[src/rtl/id_hazard_scoreboard.sv]
// ID-stage hazard scoreboard: per-register forwarding-latency counters plus a busy counter for the multi-cycle unit.
// Stall is combinational from ID inputs and registered state; a stalled instruction holds in ID until every hazard drains.
module id_hazard_scoreboard #(
    parameter int NREG = 32,
    parameter int AW   = 5,
    parameter int LW   = 3,
    parameter int MCW  = 5,
    parameter int PCW  = 32
) (
    input  logic            clk,
    input  logic            rst_n,
    input  logic            issue_valid,
    input  logic [AW-1:0]   rs1Addr_id,
    input  logic [AW-1:0]   rs2Addr_id,
    input  logic [AW-1:0]   rdAddr_id,
    input  logic [LW-1:0]   lat_id,
    input  logic            mc_id,
    input  logic [MCW-1:0]  mc_cycles_id,
    input  logic            flush_ex,
    output logic            Stall,
    output logic            IFWrite,
    output logic            issue_fire,
    output logic [NREG-1:0] busy_vec,
    output logic [PCW-1:0]  stall_count
);

    logic [LW-1:0]  r_cnt [NREG-1:1];
    logic [MCW-1:0] r_mc_cnt;
    logic [AW-1:0]  r_last_rd;
    logic           r_last_mc;
    logic [PCW-1:0] r_stall_count;

    logic [LW-1:0]  w_cnt_nxt [NREG-1:1];
    logic [MCW-1:0] w_mc_nxt;
    logic [LW-1:0]  w_rs1_cnt;
    logic [LW-1:0]  w_rs2_cnt;
    logic [LW-1:0]  w_rd_cnt;
    logic           w_raw;
    logic           w_waw;
    logic           w_struct;
    logic           w_stall;
    logic           w_fire;

    // Entry 0 and any address beyond NREG-1 read as an idle counter.
    always_comb begin
        w_rs1_cnt = '0;
        w_rs2_cnt = '0;
        w_rd_cnt  = '0;
        for (int r = 1; r < NREG; r++) begin
            if (rs1Addr_id == AW'(r)) w_rs1_cnt = r_cnt[r];
            if (rs2Addr_id == AW'(r)) w_rs2_cnt = r_cnt[r];
            if (rdAddr_id  == AW'(r)) w_rd_cnt  = r_cnt[r];
        end
    end

    assign w_raw    = (w_rs1_cnt != '0) || (w_rs2_cnt != '0);
    assign w_waw    = (w_rd_cnt > lat_id);
    assign w_struct = mc_id && (r_mc_cnt != '0);
    assign w_stall  = issue_valid && (w_raw || w_waw || w_struct);
    assign w_fire   = issue_valid && !w_stall && rst_n;

    assign Stall       = w_stall;
    assign IFWrite     = !w_stall;
    assign issue_fire  = w_fire;
    assign stall_count = r_stall_count;

    // Priority per entry: decrement, then flush of the killed EX instruction, then a new issue.
    always_comb begin
        for (int r = 1; r < NREG; r++) begin
            w_cnt_nxt[r] = (r_cnt[r] != '0) ? r_cnt[r] - LW'(1) : '0;
            if (flush_ex && (r_last_rd == AW'(r)))
                w_cnt_nxt[r] = '0;
            if (w_fire && (rdAddr_id == AW'(r)) && (lat_id != '0))
                w_cnt_nxt[r] = lat_id;
        end
        w_mc_nxt = (r_mc_cnt != '0) ? r_mc_cnt - MCW'(1) : '0;
        if (flush_ex && r_last_mc)
            w_mc_nxt = '0;
        if (w_fire && mc_id)
            w_mc_nxt = mc_cycles_id;
    end

    always_ff @(posedge clk or negedge rst_n) begin
        if (!rst_n) begin
            for (int r = 1; r < NREG; r++)
                r_cnt[r] <= '0;
            r_mc_cnt      <= '0;
            r_last_rd     <= '0;
            r_last_mc     <= 1'b0;
            r_stall_count <= '0;
        end else begin
            for (int r = 1; r < NREG; r++)
                r_cnt[r] <= w_cnt_nxt[r];
            r_mc_cnt  <= w_mc_nxt;
            // A cycle without an accepted issue leaves a bubble in EX, so there is nothing to flush.
            r_last_rd <= w_fire ? rdAddr_id : '0;
            r_last_mc <= w_fire && mc_id;
            if (w_stall && (r_stall_count != '1))
                r_stall_count <= r_stall_count + PCW'(1);
        end
    end

    assign busy_vec[0] = 1'b0;
    for (genvar g = 1; g < NREG; g++) begin : g_busy
        assign busy_vec[g] = (r_cnt[g] != '0);
    end

endmodule

[config.mk]
export PLATFORM = sky130hd
export DESIGN_NAME = id_hazard_scoreboard
export DESIGN_NICKNAME = d
export VERILOG_FILES = /design/src/rtl/id_hazard_scoreboard.sv
export SDC_FILE = /design/constraint.sdc
export NUM_CORES = 1
export LEC_CHECK = 0
export ABC_AREA = 1
export ABC_CLOCK_PERIOD_IN_PS = 8300
export CAP_MARGIN = 10
export CORE_MARGIN = 2
export CORE_UTILIZATION = 35
export DETAILED_ROUTE_END_ITERATION = 8
export DONT_BUFFER_PORTS = 1
export PLACE_DENSITY = 0.47
export SYNTH_ARGS = -nofsm -noshare
export SYNTH_HDL_FRONTEND = slang
export SYNTH_SLANG_ARGS = --single-unit
[constraint.sdc]
create_clock -name clk -period 8.3 [get_ports clk]
set_input_delay 2.075 -clock clk [delete_from_list [all_inputs] [get_ports clk]]
set_output_delay 2.075 -clock clk [all_outputs]
set_load 0.05 [all_outputs]
-- Yosys cells after proc, flatten, opt, wreduce, memory -nomap -nowiden
Index checks and enable logic that the tools add are counted.
- magnitude comparators: 1
- bitwise operators: 0
- equal/unequal tests: 125
- mux-type cells: 190
- divide/modulo/power cells: 0
- add/subtract/negate cells: 33
- reductions and logical operators: 139
- $mul: 0
- shift-type cells: 0
- operators with widths (operator ; number):
    3-bit two-way mux ; 186
    5-bit equality test, second input constant ; 64
    5-bit by 4-bit equality test with 1-bit output, second input constant ; 32
    3-bit nonzero test ; 34
    1-bit logical AND ; 100
    3-bit by 1-bit subtractor with 3-bit output, second input constant ; 31
    5-bit by 3-bit equality test with 1-bit output, second input constant ; 16
    5-bit by 2-bit equality test with 1-bit output, second input constant ; 8
    32-bit by 1-bit adder with 32-bit output, second input constant ; 1
    32-bit != test, second input constant ; 1
    5-bit by 1-bit equality test with 1-bit output, second input constant ; 4
    5-bit two-way mux ; 4
    5-bit nonzero test ; 1
    5-bit by 1-bit subtractor with 5-bit output, second input constant ; 1
    3-bit greater-than comparator ; 1
    1-bit logical OR ; 3
    1-bit zero test ; 1
- register bits: 136
- bits in read-only memories: 0
- latch bits: 0
- input port bits: 28
- memories: 0
- logic and storage cells: 523
- RAM bits: 0
- output and inout bits: 67

-- Logic depth before layout (Yosys ltp)
- depth in word-level cells: 43
- gate-level depth with buffers: 42
- mapped depth without buffers: 42

-- Worst setup path before layout
Ideal clock, no wire load.
- path kind: input to output
- start: in rdAddr_id[0]
- end: out IFWrite
- setup slack: 0.587 ns
- path buffers: 0
- required time: 6.225 ns
- arrival: 5.638 ns
- stages on the path: 32
- cell sequence: nor2_1 nand2_1 nor2_1 inv_1 o22ai_1 o21ai_0 a21oi_1 o21ai_0 o22ai_1 nand2_1 o22ai_1 nand3_1 o21ai_0 nand2_1 nand2_1 nand3_1 nand2_1 nand3_1 nand2_1 nand3_1 nand2_1 nand2_1 nand2_1 nand2_1 a21boi_0 ha_1 a32oi_1 nor2_1 nand3_1 a21oi_4 nor2_2 inv_1
- longest elaborated chain between the ends: 37
- elaborated cells on any way between the ends: 67
- classes of those cells: order compare: 1; eq/ne: 31; mux: 31; reduce/logical: 4
- RTL lines (element ; RTL line ; source):
    from (decl) ; 15 ; input logic [AW-1:0] rdAddr_id,
    5-bit by 1-bit equality test with 1-bit output ; 52 ; if (rdAddr_id == AW'(r)) w_rd_cnt = r_cnt[r];
    3-bit two-way mux (30 in series) ; 52 ;
    3-bit two-way mux (*) ; 52 ;
    3-bit greater-than comparator (*) ; 57 ; assign w_waw = (w_rd_cnt > lat_id);
    1-bit logical OR (*) (2 in series) ; 59 ; assign w_stall = issue_valid && (w_raw || w_waw || w_struct);
    1-bit logical AND (*) ; 59 ;
    net Stall ; 20 ; output logic Stall,
    1-bit zero test (*) ; 63 ; assign IFWrite = !w_stall;
    to (decl) ; 21 ; output logic IFWrite,
Mark *: on every way through the listed nets, which the timed path passes. The rest lies on a longest branch.

-- Worst setup path in the final report
- start: in rdAddr_id[4]
- end: out IFWrite
Same word-level chain as after synthesis.

==> flow_metrics.py <==
metrics = {
    "status": {
        "outcome": "finished, final reports clean",
    },
    "drt": {
        "drc": 0,
        "first_pass_iters": 5,
        "vias_per_cell": 5.11,
        "ant_nets": 0,
        "vias": 12100,
        "wl_per_cell_um": 19.6,
        "drt_wl_total_mm": 46.5,
        "dr.first_iter.drc_count": 1022,
    },
    "timing": {
        "finalSetupViolations": 0,
        "min_period_ns": 8.01,
        "finalHoldViolCount": 0,
        "slew_violations": 0,
        "fmax_mhz": 125,
        "worst_slack_ns": 0.288,
        "worst_pin_slew_ns": 0.859,
        "slew_headroom_pct": 42.6,
        "period_share_pct": 96.5,
        "setup-tns-final_ns": 0,
        "skew_ns": 0.0164,
    },
    "global_route": {
        "grt_pass1_wl_mm": 70.0,
        "grt_use_met2_pct": 45.7,
        "grt_usage_pct": 27.6,
        "grt_overflow_total": 0,
        "grt_pass1_vias": 11600,
        "use_met1_pct": 35.0,
        "antenna_found_initial": 0,
        "top_usage_layer": "met2",
        "grt_max_degree": 139,
        "grtUsageMet3_pct": 5.83,
    },
    "worst_hold_path": {
        "hp-class": "flip-flop to flip-flop",
        "holdPathStages": 1,
    },
    "finish": {
        "drive_gt1_share_pct": 5.28,
        "fillCellCount": 3654,
        "area.sequential_um2": 3400,
        "area_growth_pct": 10.4,
        "multi_input_area_um2": 6760,
        "finalNetCount": 2015,
        "diodes": 0,
        "final_util_pct": 39.3,
    },
    "setup_path": {
        "crit_arrival_ns": 5.94,
        "endpoint_kind": "primary output",
        "cpLargestDelayFamily": "simple AND/OR/NAND/NOR gates",
        "crit_buf_inv": 5,
        "ff2ff_path_depth": 35,
        "cp-start-kind": "primary input",
        "worst_ep_required_time_ns": 6.23,
        "path_depth": 37,
        "critPathMaxFanout": 12,
        "critPathSlowestCell": "nor2_4",
        "slowest_delay_ns": 0.34,
        "crit_type": "primary input to primary output",
        "cp_common_cell": "nand2_1",
    },
    "synthesis": {
        "synthTopCellsByCount": "nand2_1 (645), inv_1 (343), nor2_1 (221), nand3_1 (141), dfrtp_1 (136)",
        "syn-mean-instance-area_um2": 6.04,
        "synth_area_leader_cell": "dfrtp_1",
        "ys_async_sr_fraction_pct": 100,
        "ys_ff_latch": 136,
        "synthMostInstantiatedCell": "nand2_1",
        "ys.flop_type": "dfrtp_1",
        "yosysWarnings": 0,
        "synth_nets": 2015,
        "synth_area_leaders": "dfrtp_1 (29%), nand2_1 (21%), inv_1 (11%)",
        "synth_top_area_share_pct": 29.3,
        "synth_edf_count": 0,
        "ys_types": 38,
        "synthesis.instances": 1920,
        "seq_area_frac_synth_pct": 29.3,
        "netlist_area_um2": 11600,
    },
    "clocking": {
        "clock_sinks": 136,
        "h-tree-depth": 4,
        "root_buffer": "clkbuf_16",
        "cts_max_path_buffers": 2,
        "cts_made_buffers": 17,
        "clkTransAtPathRegs_ns": 0.06,
        "cts_tree": "yes",
        "clk-insertion-delay-late_ns": 0.46,
    },
    "pwr": {
        "ir_drop_uv": 188,
        "combPwrFrac_pct": 28.0,
        "p_per_area_nw_per_um2": 201,
        "switching_power_mw": 1.18,
        "leakage_nw": 6.83,
        "internal_power_mw": 1.40,
        "power_mw": 2.57,
        "sw_frac_of_total_pct": 45.7,
        "p_clk_share_pct": 31.4,
        "power_frac_seq_pct": 40.5,
    },
    "place": {
        "numPortBuffers": 0,
        "gp_congestion": 0.987,
        "dp_slack_ns": -0.0643,
        "dp_hpwl_mm": 36.7,
    },
    "job": {
        "max-cap-violations": 0,
    },
    "die": {
        "rows": 66,
        "start_util_pct": 35.6,
        "ios": 95,
        "die_y_um": 186,
        "die_w_um": 186,
        "core_area_um2": 32600,
        "dieArea_um2": 34600,
    },
}
sequential cells by signal, summed over array words and instances, names as in the netlist:
signal / count
r_mc_cnt: 5
stall_count: 32
r_cnt: 93
r_last_mc: 1
r_last_rd: 5
what timing repair did:
action                                  CTS  global route
pin swaps                                 0             3
endpoints found under the setup margin    1             2
setup buffers                             0             1
hold buffers                              0             0
gates resized for setup                   1            22
final timing paths:
path / slack, ns / from / endpoint
max: 0.29 / rdAddr_id[4] / IFWrite
min: 0.51 / r_mc_cnt[0] / r_mc_cnt[0]
max reg2reg: 3.03 / r_cnt[3] / r_cnt[84]
min reg2reg: 0.51 / r_mc_cnt[0] / r_mc_cnt[0]
max in group asynchronous: 6.58 / rst_n / stall_count[29]
min in group asynchronous: 1.31 / rst_n / r_cnt[22]
per-stage QoR:
stage               instances  area [µm²]  hold slack (ns)
global placement         2342       12100            0.495
detailed placement       2342       12100            0.499
CTS                      2374       12700            0.517
global route             2375       12800            0.543
finish                   2375       12800            0.512
floorplan                1920       11600            0.459
final cells by class:
class	count	area share, %
Tap cell	442	4.32
Sequential cell	136	26.6
Timing Repair Buffer	18	1.15
Inverter	354	10.4
Clock inverter	14	1.28
Clock buffer	18	3.43
Multi-Input combinational cell	1393	52.8
power by group through the flow:
stage | registers [mW] | logic (mW) | clock network, mW
6_report | 1.04 | 0.722 | 0.809
5_1_grt | 1.06 | 0.803 | 0.857
4_1_cts | 1.04 | 0.721 | 0.833
3_5_place_dp | 1.05 | 0.718 | 0
3_3_place_gp | 1.06 | 0.712 | 0
2_1_floorplan | 1.00 | 0.582 | 0
metal layers:
metal	vias up	wire length, µm
li1	5934	-
met1	5733	20400
met2	381	21500
met3	79	2850
met4	0	1700
met5	-	0
cell usage in the layout, fill, tap and decap left out, types with 2 or more instances in the layout:
| cell type | n |
|---|---|
| dfrtp_1 | 136 |
| o21ai_1 | 44 |
| a21oi_1 | 19 |
| nand4_1 | 51 |
| o22ai_1 | 10 |
| ha_1 | 67 |
| inv_1 | 340 |
| nor4_1 | 10 |
| inv_2 | 12 |
| nor2_2 | 21 |
| nor3_1 | 27 |
| xor2_1 | 24 |
| o211ai_1 | 3 |
| buf_4 | 17 |
| xnor2_1 | 8 |
| bufinv_16 | 2 |
| clkbuf_16 | 17 |
| clkinv_4 | 4 |
| o21ai_0 | 85 |
| clkinvlp_4 | 3 |
| nand2_2 | 4 |
| nand2_1 | 642 |
| nor2_4 | 5 |
| o22ai_2 | 3 |
| nor2_1 | 216 |
| inv_8 | 2 |
| inv_6 | 3 |
| nand3_1 | 139 |
| nand3_2 | 2 |
logic make-up after synthesis:
kind of cell    share of synthesized area (%)
other cells                            0.0323
xor+xnor                                 2.42
fa+ha+maj                                7.23
flops                                    29.3
simple gates                             40.1
buf+inv                                  13.0
compound gates                           7.88
worst register-to-register path: cells and delay by family (launching register included):
kind / cells / cell delay (ns)
AO/OA/AOI/OAI: 11 / 1.50
flip-flops: 1 / 0.46
buffers and inverters: 2 / 0.46
AND/OR/NAND/NOR: 21 / 2.65
adder cells (fa/ha/maj): 1 / 0.18
Note: power is estimated with default switching activity, not from simulation.
